$ cat config.mk
export PLATFORM = sky130hd
export DESIGN_NAME = uart_rx_8n1
export DESIGN_NICKNAME = d
export VERILOG_FILES = /design/src/rtl/uart_rx_8n1_pkg.sv /design/src/rtl/uart_rx_8n1_sync2.sv /design/src/rtl/uart_rx_8n1.sv
export SDC_FILE = /design/constraint.sdc
export NUM_CORES = 1
export LEC_CHECK = 0
export ABC_CLOCK_PERIOD_IN_PS = 1600
export BUFFER_PORTS_ARGS = -buffer_cell sky130_fd_sc_hd__buf_4
export CAP_MARGIN = 25
export CORE_MARGIN = 4
export CORE_UTILIZATION = 50
export CTS_CLUSTER_SIZE = 20
export DETAILED_ROUTE_END_ITERATION = 10
export PLACE_DENSITY = 0.72
export RECOVER_POWER = 100
export SYNTH_ARGS = -nofsm -noshare
export SYNTH_HDL_FRONTEND = slang
export SYNTH_SLANG_ARGS = --single-unit
$ cat constraint.sdc
create_clock -name clk_i -period 1.6 [get_ports clk_i]
set_input_delay 0.24 -clock clk_i [delete_from_list [all_inputs] [get_ports clk_i]]
set_output_delay 0.24 -clock clk_i [all_outputs]
set_load 0.1 [all_outputs]
$ cat src/rtl/uart_rx_8n1_pkg.sv
// Shared definitions for the 8N1 UART receiver: FSM state encoding and frame constants.
package uart_rx_8n1_pkg;

    typedef enum logic [2:0] {
        StIdle  = 3'd0,
        StStart = 3'd1,
        StData  = 3'd2,
        StStop  = 3'd3,
        StBreak = 3'd4
    } rx_state_e;

    localparam int unsigned DataBits = 8;
    localparam logic        LineIdle = 1'b1;

endpackage

$ cat src/rtl/uart_rx_8n1_sync2.sv
// Two-flop synchronizer for an asynchronous single-bit input, resetting to ResetVal.
module uart_rx_8n1_sync2 #(
    parameter logic ResetVal = 1'b1
) (
    input  logic clk_i,
    input  logic rst_ni,
    input  logic d_i,
    output logic q_o
);

    logic [1:0] sync_q;

    always_ff @(posedge clk_i or negedge rst_ni) begin
        if (!rst_ni) begin
            sync_q <= {ResetVal, ResetVal};
        end else begin
            sync_q <= {sync_q[0], d_i};
        end
    end

    assign q_o = sync_q[1];

endmodule

$ cat src/rtl/uart_rx_8n1.sv
// 8N1 UART receiver: synchronises rx, samples each bit at its centre, strobes good bytes
// and flags frames whose stop bit is low.
module uart_rx_8n1
    import uart_rx_8n1_pkg::*;
#(
    parameter int unsigned CLKS_PER_BIT = 16
) (
    input  logic                clk_i,
    input  logic                rst_ni,
    input  logic                rx_i,
    output logic [DataBits-1:0] rxbyte_o,
    output logic                rxvalid_o,
    output logic                framing_err_o,
    output logic                busy_o
);

    localparam int unsigned     CntW     = $clog2(CLKS_PER_BIT);
    localparam logic [CntW-1:0] HalfLast = CntW'(CLKS_PER_BIT / 2 - 1);
    localparam logic [CntW-1:0] BitLast  = CntW'(CLKS_PER_BIT - 1);
    localparam logic [2:0]      LastBit  = 3'(DataBits - 1);

    logic                rx_s;
    rx_state_e           state_q, state_d;
    logic [CntW-1:0]     cnt_q, cnt_d;
    logic [2:0]          bitidx_q, bitidx_d;
    logic [DataBits-1:0] shreg_q, shreg_d;
    logic [DataBits-1:0] rxbyte_q, rxbyte_d;
    logic                rxvalid_q, rxvalid_d;
    logic                ferr_q, ferr_d;

    uart_rx_8n1_sync2 #(
        .ResetVal(LineIdle)
    ) u_sync (
        .clk_i (clk_i),
        .rst_ni(rst_ni),
        .d_i   (rx_i),
        .q_o   (rx_s)
    );

    always_ff @(posedge clk_i or negedge rst_ni) begin
        if (!rst_ni) begin
            state_q   <= StIdle;
            cnt_q     <= '0;
            bitidx_q  <= '0;
            shreg_q   <= '0;
            rxbyte_q  <= '0;
            rxvalid_q <= 1'b0;
            ferr_q    <= 1'b0;
        end else begin
            state_q   <= state_d;
            cnt_q     <= cnt_d;
            bitidx_q  <= bitidx_d;
            shreg_q   <= shreg_d;
            rxbyte_q  <= rxbyte_d;
            rxvalid_q <= rxvalid_d;
            ferr_q    <= ferr_d;
        end
    end

    always_comb begin
        state_d   = state_q;
        cnt_d     = cnt_q;
        bitidx_d  = bitidx_q;
        shreg_d   = shreg_q;
        rxbyte_d  = rxbyte_q;
        rxvalid_d = 1'b0;
        ferr_d    = 1'b0;

        case (state_q)
            StIdle: begin
                cnt_d = '0;
                if (rx_s != LineIdle) begin
                    state_d = StStart;
                end
            end
            StStart: begin
                if (cnt_q == HalfLast) begin
                    cnt_d    = '0;
                    bitidx_d = '0;
                    // A start bit that is high again at mid-bit was a glitch.
                    state_d  = (rx_s == LineIdle) ? StIdle : StData;
                end else begin
                    cnt_d = cnt_q + CntW'(1);
                end
            end
            StData: begin
                if (cnt_q == BitLast) begin
                    cnt_d    = '0;
                    shreg_d  = {rx_s, shreg_q[DataBits-1:1]};
                    bitidx_d = bitidx_q + 3'd1;
                    if (bitidx_q == LastBit) begin
                        state_d = StStop;
                    end
                end else begin
                    cnt_d = cnt_q + CntW'(1);
                end
            end
            StStop: begin
                if (cnt_q == BitLast) begin
                    cnt_d = '0;
                    if (rx_s == LineIdle) begin
                        rxbyte_d  = shreg_q;
                        rxvalid_d = 1'b1;
                        state_d   = StIdle;
                    end else begin
                        ferr_d  = 1'b1;
                        state_d = StBreak;
                    end
                end else begin
                    cnt_d = cnt_q + CntW'(1);
                end
            end
            StBreak: begin
                // Only a return to idle re-arms start detection after a low stop bit.
                cnt_d = '0;
                if (rx_s == LineIdle) begin
                    state_d = StIdle;
                end
            end
            default: begin
                state_d = StIdle;
                cnt_d   = '0;
            end
        endcase
    end

    assign rxbyte_o      = rxbyte_q;
    assign rxvalid_o     = rxvalid_q;
    assign framing_err_o = ferr_q;
    assign busy_o        = (state_q != StIdle);

endmodule

**After elaboration in Yosys (flattened, before gate mapping)**

Index checks and enable logic that the tools add are counted.

- Flip-flop bits (word level): 30
- Output and inout port bits: 11
- Logic and storage cells: 52

- $add $sub $neg: 2
- Equality and inequality tests: 13
- Mux-type cells: 21
- Reduce and logical (&&, ||, !) cells: 8

Operators by type and width:

| operator | number |
|---|---|
| $mux W3 | 9 |
| $pmux W3 S5 | 1 |
| $ne A2 B2 Y1 const B | 5 |
| $mux W4 | 2 |
| $pmux W4 S2 | 1 |
| $eq A3 B2 Y1 const B | 2 |
| $eq A3 B3 Y1 const B | 2 |
| $mux W1 | 6 |
| $pmux W3 S2 | 1 |
| $reduce_and A3 Y1 | 2 |
| $reduce_and A6 Y1 | 1 |
| $add A4 B1 Y4 const B | 1 |
| $eq A4 B3 Y1 const B | 1 |
| $eq A4 B4 Y1 const B | 1 |
| $add A3 B1 Y3 const B | 1 |
| $eq A3 B1 Y1 const B | 1 |
| $logic_not A3 Y1 | 1 |
| $reduce_bool A3 Y1 | 1 |
| $mux W2 | 1 |
| $ne A2 B1 Y1 const B | 1 |
| $reduce_and A2 Y1 | 1 |
| $reduce_bool A2 Y1 | 1 |
| $reduce_or A2 Y1 | 1 |

**Logic depth before layout (Yosys ltp)**

- Depth after elaboration: 4
- Depth in mapped cells: 5

**By module**

Synthesis repeated with hierarchy kept, for this count alone.

- Cell total of the unflattened synthesis: 92
- Area total of the unflattened synthesis: 1340.0 sq um

Modules (own cells, without submodules):

| module | instances | cells each | area an instance (sq um) | sequential area each (sq um) |
|---|---|---|---|---|
| uart_rx_8n1 | 1 | 90 | 1287.5 | 700.7 |
| uart_rx_8n1_sync2 | 1 | 2 | 52.6 | 52.6 |

**Worst setup path after synthesis**

OpenSTA, ideal clock, no wires.

- Path type: register -> register
- Start point: register cnt_q[0]
- End point: register shreg_q[1]
- Setup time: 0.125 ns
- Data arrival time: 1.506 ns
- Required time: 1.475 ns
- Setup slack: -0.030 ns
- Stages on the path, launching flop included: 6
- Period minus slack after synthesis: 1.630 ns
- Cells stage by stage: dfrtp_1 > ha_1 > nand3b_4 > nor3_1 > buf_4 > mux2_2

- Word-level cells in the longest chain between the ends: 2

Ends and longest elaborated chain:

| item | line | source |
|---|---|---|
| from (decl) | uart_rx_8n1.sv:24 | `logic [CntW-1:0] cnt_q, cnt_d;` |
| from (signal assigned) | uart_rx_8n1.sv:51 | `cnt_q <= cnt_d;` |
| $eq A4 B4 Y1 | uart_rx_8n1.sv:87 | `if (cnt_q == BitLast) begin` |
| $reduce_and A2 Y1 (no source line) | -- |  |
| to (signal assigned) | uart_rx_8n1.sv:53 | `shreg_q <= shreg_d;` |
| to (decl) | uart_rx_8n1.sv:26 | `logic [DataBits-1:0] shreg_q, shreg_d;` |

No other way between the ends.
A chain may end at the register's enable or synchronous reset.

**Worst setup path after layout**

- Start point: register cnt_q[0]
- End point: register shreg_q[7]

Same word-level chain as after synthesis.

==> results.md <==
- Outcome: complete, but fails checks
- Failing checks: negative setup slack
- Crit Path Class: flip-flop to flip-flop
- Remaining Overflow, GRT: 0
- Antenna violations before repair: 0
- Post-layout util: 62.28%
- Final Hold Fails: 0
- Initial Util: 51.83%
- Measured slew at the worst slew-check pin: 0.7077 ns
- CP Capture Type: flip-flop
- Final WL: 2179 um
- WL/cell: 14.15 um
- Fillers: 199
- Mean Syn Cell Area: 13.25 um2
- Max_cap viols: 0
- Post-synthesis sequential area ratio: 59.19%
- Synthesis-stage register bit count: 30
- Io pins: 14
- Max-slew violation count: 0
- Root Driver: clkbuf_4
- Post-route clock period utilization: 102.1%
- Pleak: 0.0007745 uW
- Largest net degree at the start of global routing: 31
- # H-tree levels: 2
- Highest clock rate: 612.2 MHz
- CTS Buf Count: 5
- DR iter-0 viols: 17
- First-pass GRT wire length: 3705 um
- Min cycle time layout: 1.634 ns
- Via count: 841
- Final Setup Violations: 9
- Clock transition at path regs: 0.10 ns
- Post-synth cell types: 29
- Synthesized netlist cell count: 96
- CTS tree: yes
- DRC Markers: 0
- HP Class: input pin to flip-flop
- Clk sink count: 30
- Max FO, Critical Path: 5
- Max-slew headroom: 52.82%
- Number of global-route vias before repair: 818
- CP arrival: 1.84 ns
- Worst EP required: 1.80 ns
- Layout cell share with drive strength beyond 1: 41.94%
- Worst Clk Skew: 0.009161 ns
- Ant diodes: 0
- Multi-input gate area: 488.0 um2
- Antenna Nets Post-Route: 0
- Slack of the critical path: -0.03351 ns
- Row count: 18
- GRT Overall Usage: 14.76%
- Area delta synth->final: 20.16%
- Die width: 58.45 um
- Via-to-Cell Ratio: 5.461
- Pwr Total: 2081 uW
- Power per Cell Area: 1361 nW/um2
- Mapped cell area: 1272 um2
- Die Ht: 58.45 um
- Syn Nets: 102
- VDD IR-drop max: 0.8949 mV
- Synth warn: 0
- Detail Placement HPWL: 1425 um
- Reg area: 753.2 um2
- Core Region: 2455 um2
- Max Root-Sink Buffers: 2
- Nets: 129
- Die area: 3416 um2
- Crit start category: flip-flop
- Skew-Pair Late Insertion Delay: 0.32 ns
- Buffers on Ports: 13
- GPL Wtd Cong: 0.9080
- DRT Pass-1 Iters: 3
- Unrepaired setup endpoints after global routing: true
==> cell type report <==
cell class / count / area share [%]
multi-input combinational: 57 / 31.91
tap: 30 / 2.455
timing repair buffer: 25 / 11.21
sequential: 30 / 49.26
clock inverter: 2 / 0.8183
inverter: 4 / 0.9820
clock buffer: 6 / 3.355
==> per-layer routing <==
| metal | wire length [um] | share of wire, % | track usage (%) |
|---|---|---|---|
| met1 | 981 | 45 | 19.34 |
| met2 | 1077 | 49 | 22.33 |
| met3 | 82 | 3.8 | 3.947 |
| met4 | 38 | 1.7 | 7.947 |
| met5 | 0 | 0 | 0 |
==> cells in the final DEF, fill, tap and decap left out, drive strengths merged, types with 2 or more instances in the layout <==
cell,count
a21oi,5
a221oi,4
clkbuf,21
dfstp,2
dfrtp,28
inv,4
mux2,16
buf,9
ha,3
nand2,3
nor3,3
o21ai,3
xnor2,2
nor2,4
a211oi,2
==> state kept, by name (all words and copies together), names as in the netlist <==
register,count
bitidx_q,3
rxvalid_o,1
framing_err_o,1
shreg_q,8
cnt_q,4
u_sync.sync_q,2
rxbyte_o,8
state_q,3
==> cell families after synthesis <==
family	after synthesis	share of synthesized area, %
buffers and inverters	9	3.244
DFF	30	59.19
adders and majority gates	3	2.950
xor gates and xnor gates	3	2.065
AOI/OAI and AO/OA	15	7.865
muxes	16	14.16
and+or+nand+nor	20	10.52
==> final timing paths <==
path	start	end	slack [ns]	cells past startpoint
worst max-delay path	cnt_q[0]	shreg_q[7]	-0.03	5
worst min-delay path	rx_i	u_sync.sync_q[0]	0.03	1
worst max register to register	cnt_q[0]	shreg_q[7]	-0.03	5
worst min register to register	u_sync.sync_q[0]	u_sync.sync_q[1]	0.36	0
max in group asynchronous	rst_ni	rxbyte_o[6]	0.65	2
min in group asynchronous	rst_ni	cnt_q[3]	0.49	2
==> critical path: stages (launching register included) <==
cell and delay [ns]:
dfrtp_1 0.39, ha_1 0.22, nand3b_4 0.13, nor3_2 0.25
buf_4 0.20, mux2_2 0.33
==> report_power, final <==
| part | internal, uW | switching [uW] | leakage [uW] | total (uW) |
|---|---|---|---|---|
| clock network | 211 | 261 | 0.0000343 | 472 |
| logic | 274 | 385 | 0.000342 | 659 |
| registers | 857 | 92.7 | 0.000398 | 950 |
==> stage by stage <==
step | hold slack (ns) | std cells | instance area [um2] | setup TNS [ns] | setup slack [ns]
2_1_floorplan | -0.05559 | 96 | 1275 | 0 | 0.009031
3_3_place_gp | 0.1833 | 141 | 1449 | 0 | 0.07141
3_5_place_dp | 0.1868 | 141 | 1449 | 0 | 0.03958
5_1_grt | 0.007686 | 154 | 1529 | -1.230 | -0.1102
4_1_cts | 0.01614 | 152 | 1559 | -0.02677 | -0.02677
6_report | 0.02861 | 154 | 1529 | -0.1451 | -0.03351
==> cell usage after synthesis, drive strengths merged <==
cell	number	area, um2
dfrtp	28	700.7
mux2	16	180.2
a21oi	5	25.02
a221oi	4	35.03
buf	4	22.52
inv	4	15.01
nor2	4	15.01
ha	3	37.54
nand2	3	11.26
nor3	3	26.28
o21ai	3	15.01
a211oi	2	15.01
dfstp	2	52.55
xnor2	2	17.52
a311o	1	10.01
and3	1	6.260
and3b	1	8.760
and4	1	8.760
clkbuf	1	3.750
nand2b	1	6.260
nand3	1	5.000
nand3b	1	20.02
nand4	1	6.260
nor2b	1	6.260
nor3b	1	7.510
or3	1	6.260
xor2	1	8.760
==> repair_timing <==
action	CTS	global route
endpoints found under the hold margin	28	0
pin swaps	1	1
cloned	0	1
gates resized for setup	5	3
buffers inserted	2	1
hold buffers	1	0
endpoints found under the setup margin	2	18
Power figures use the tool's default switching activity.
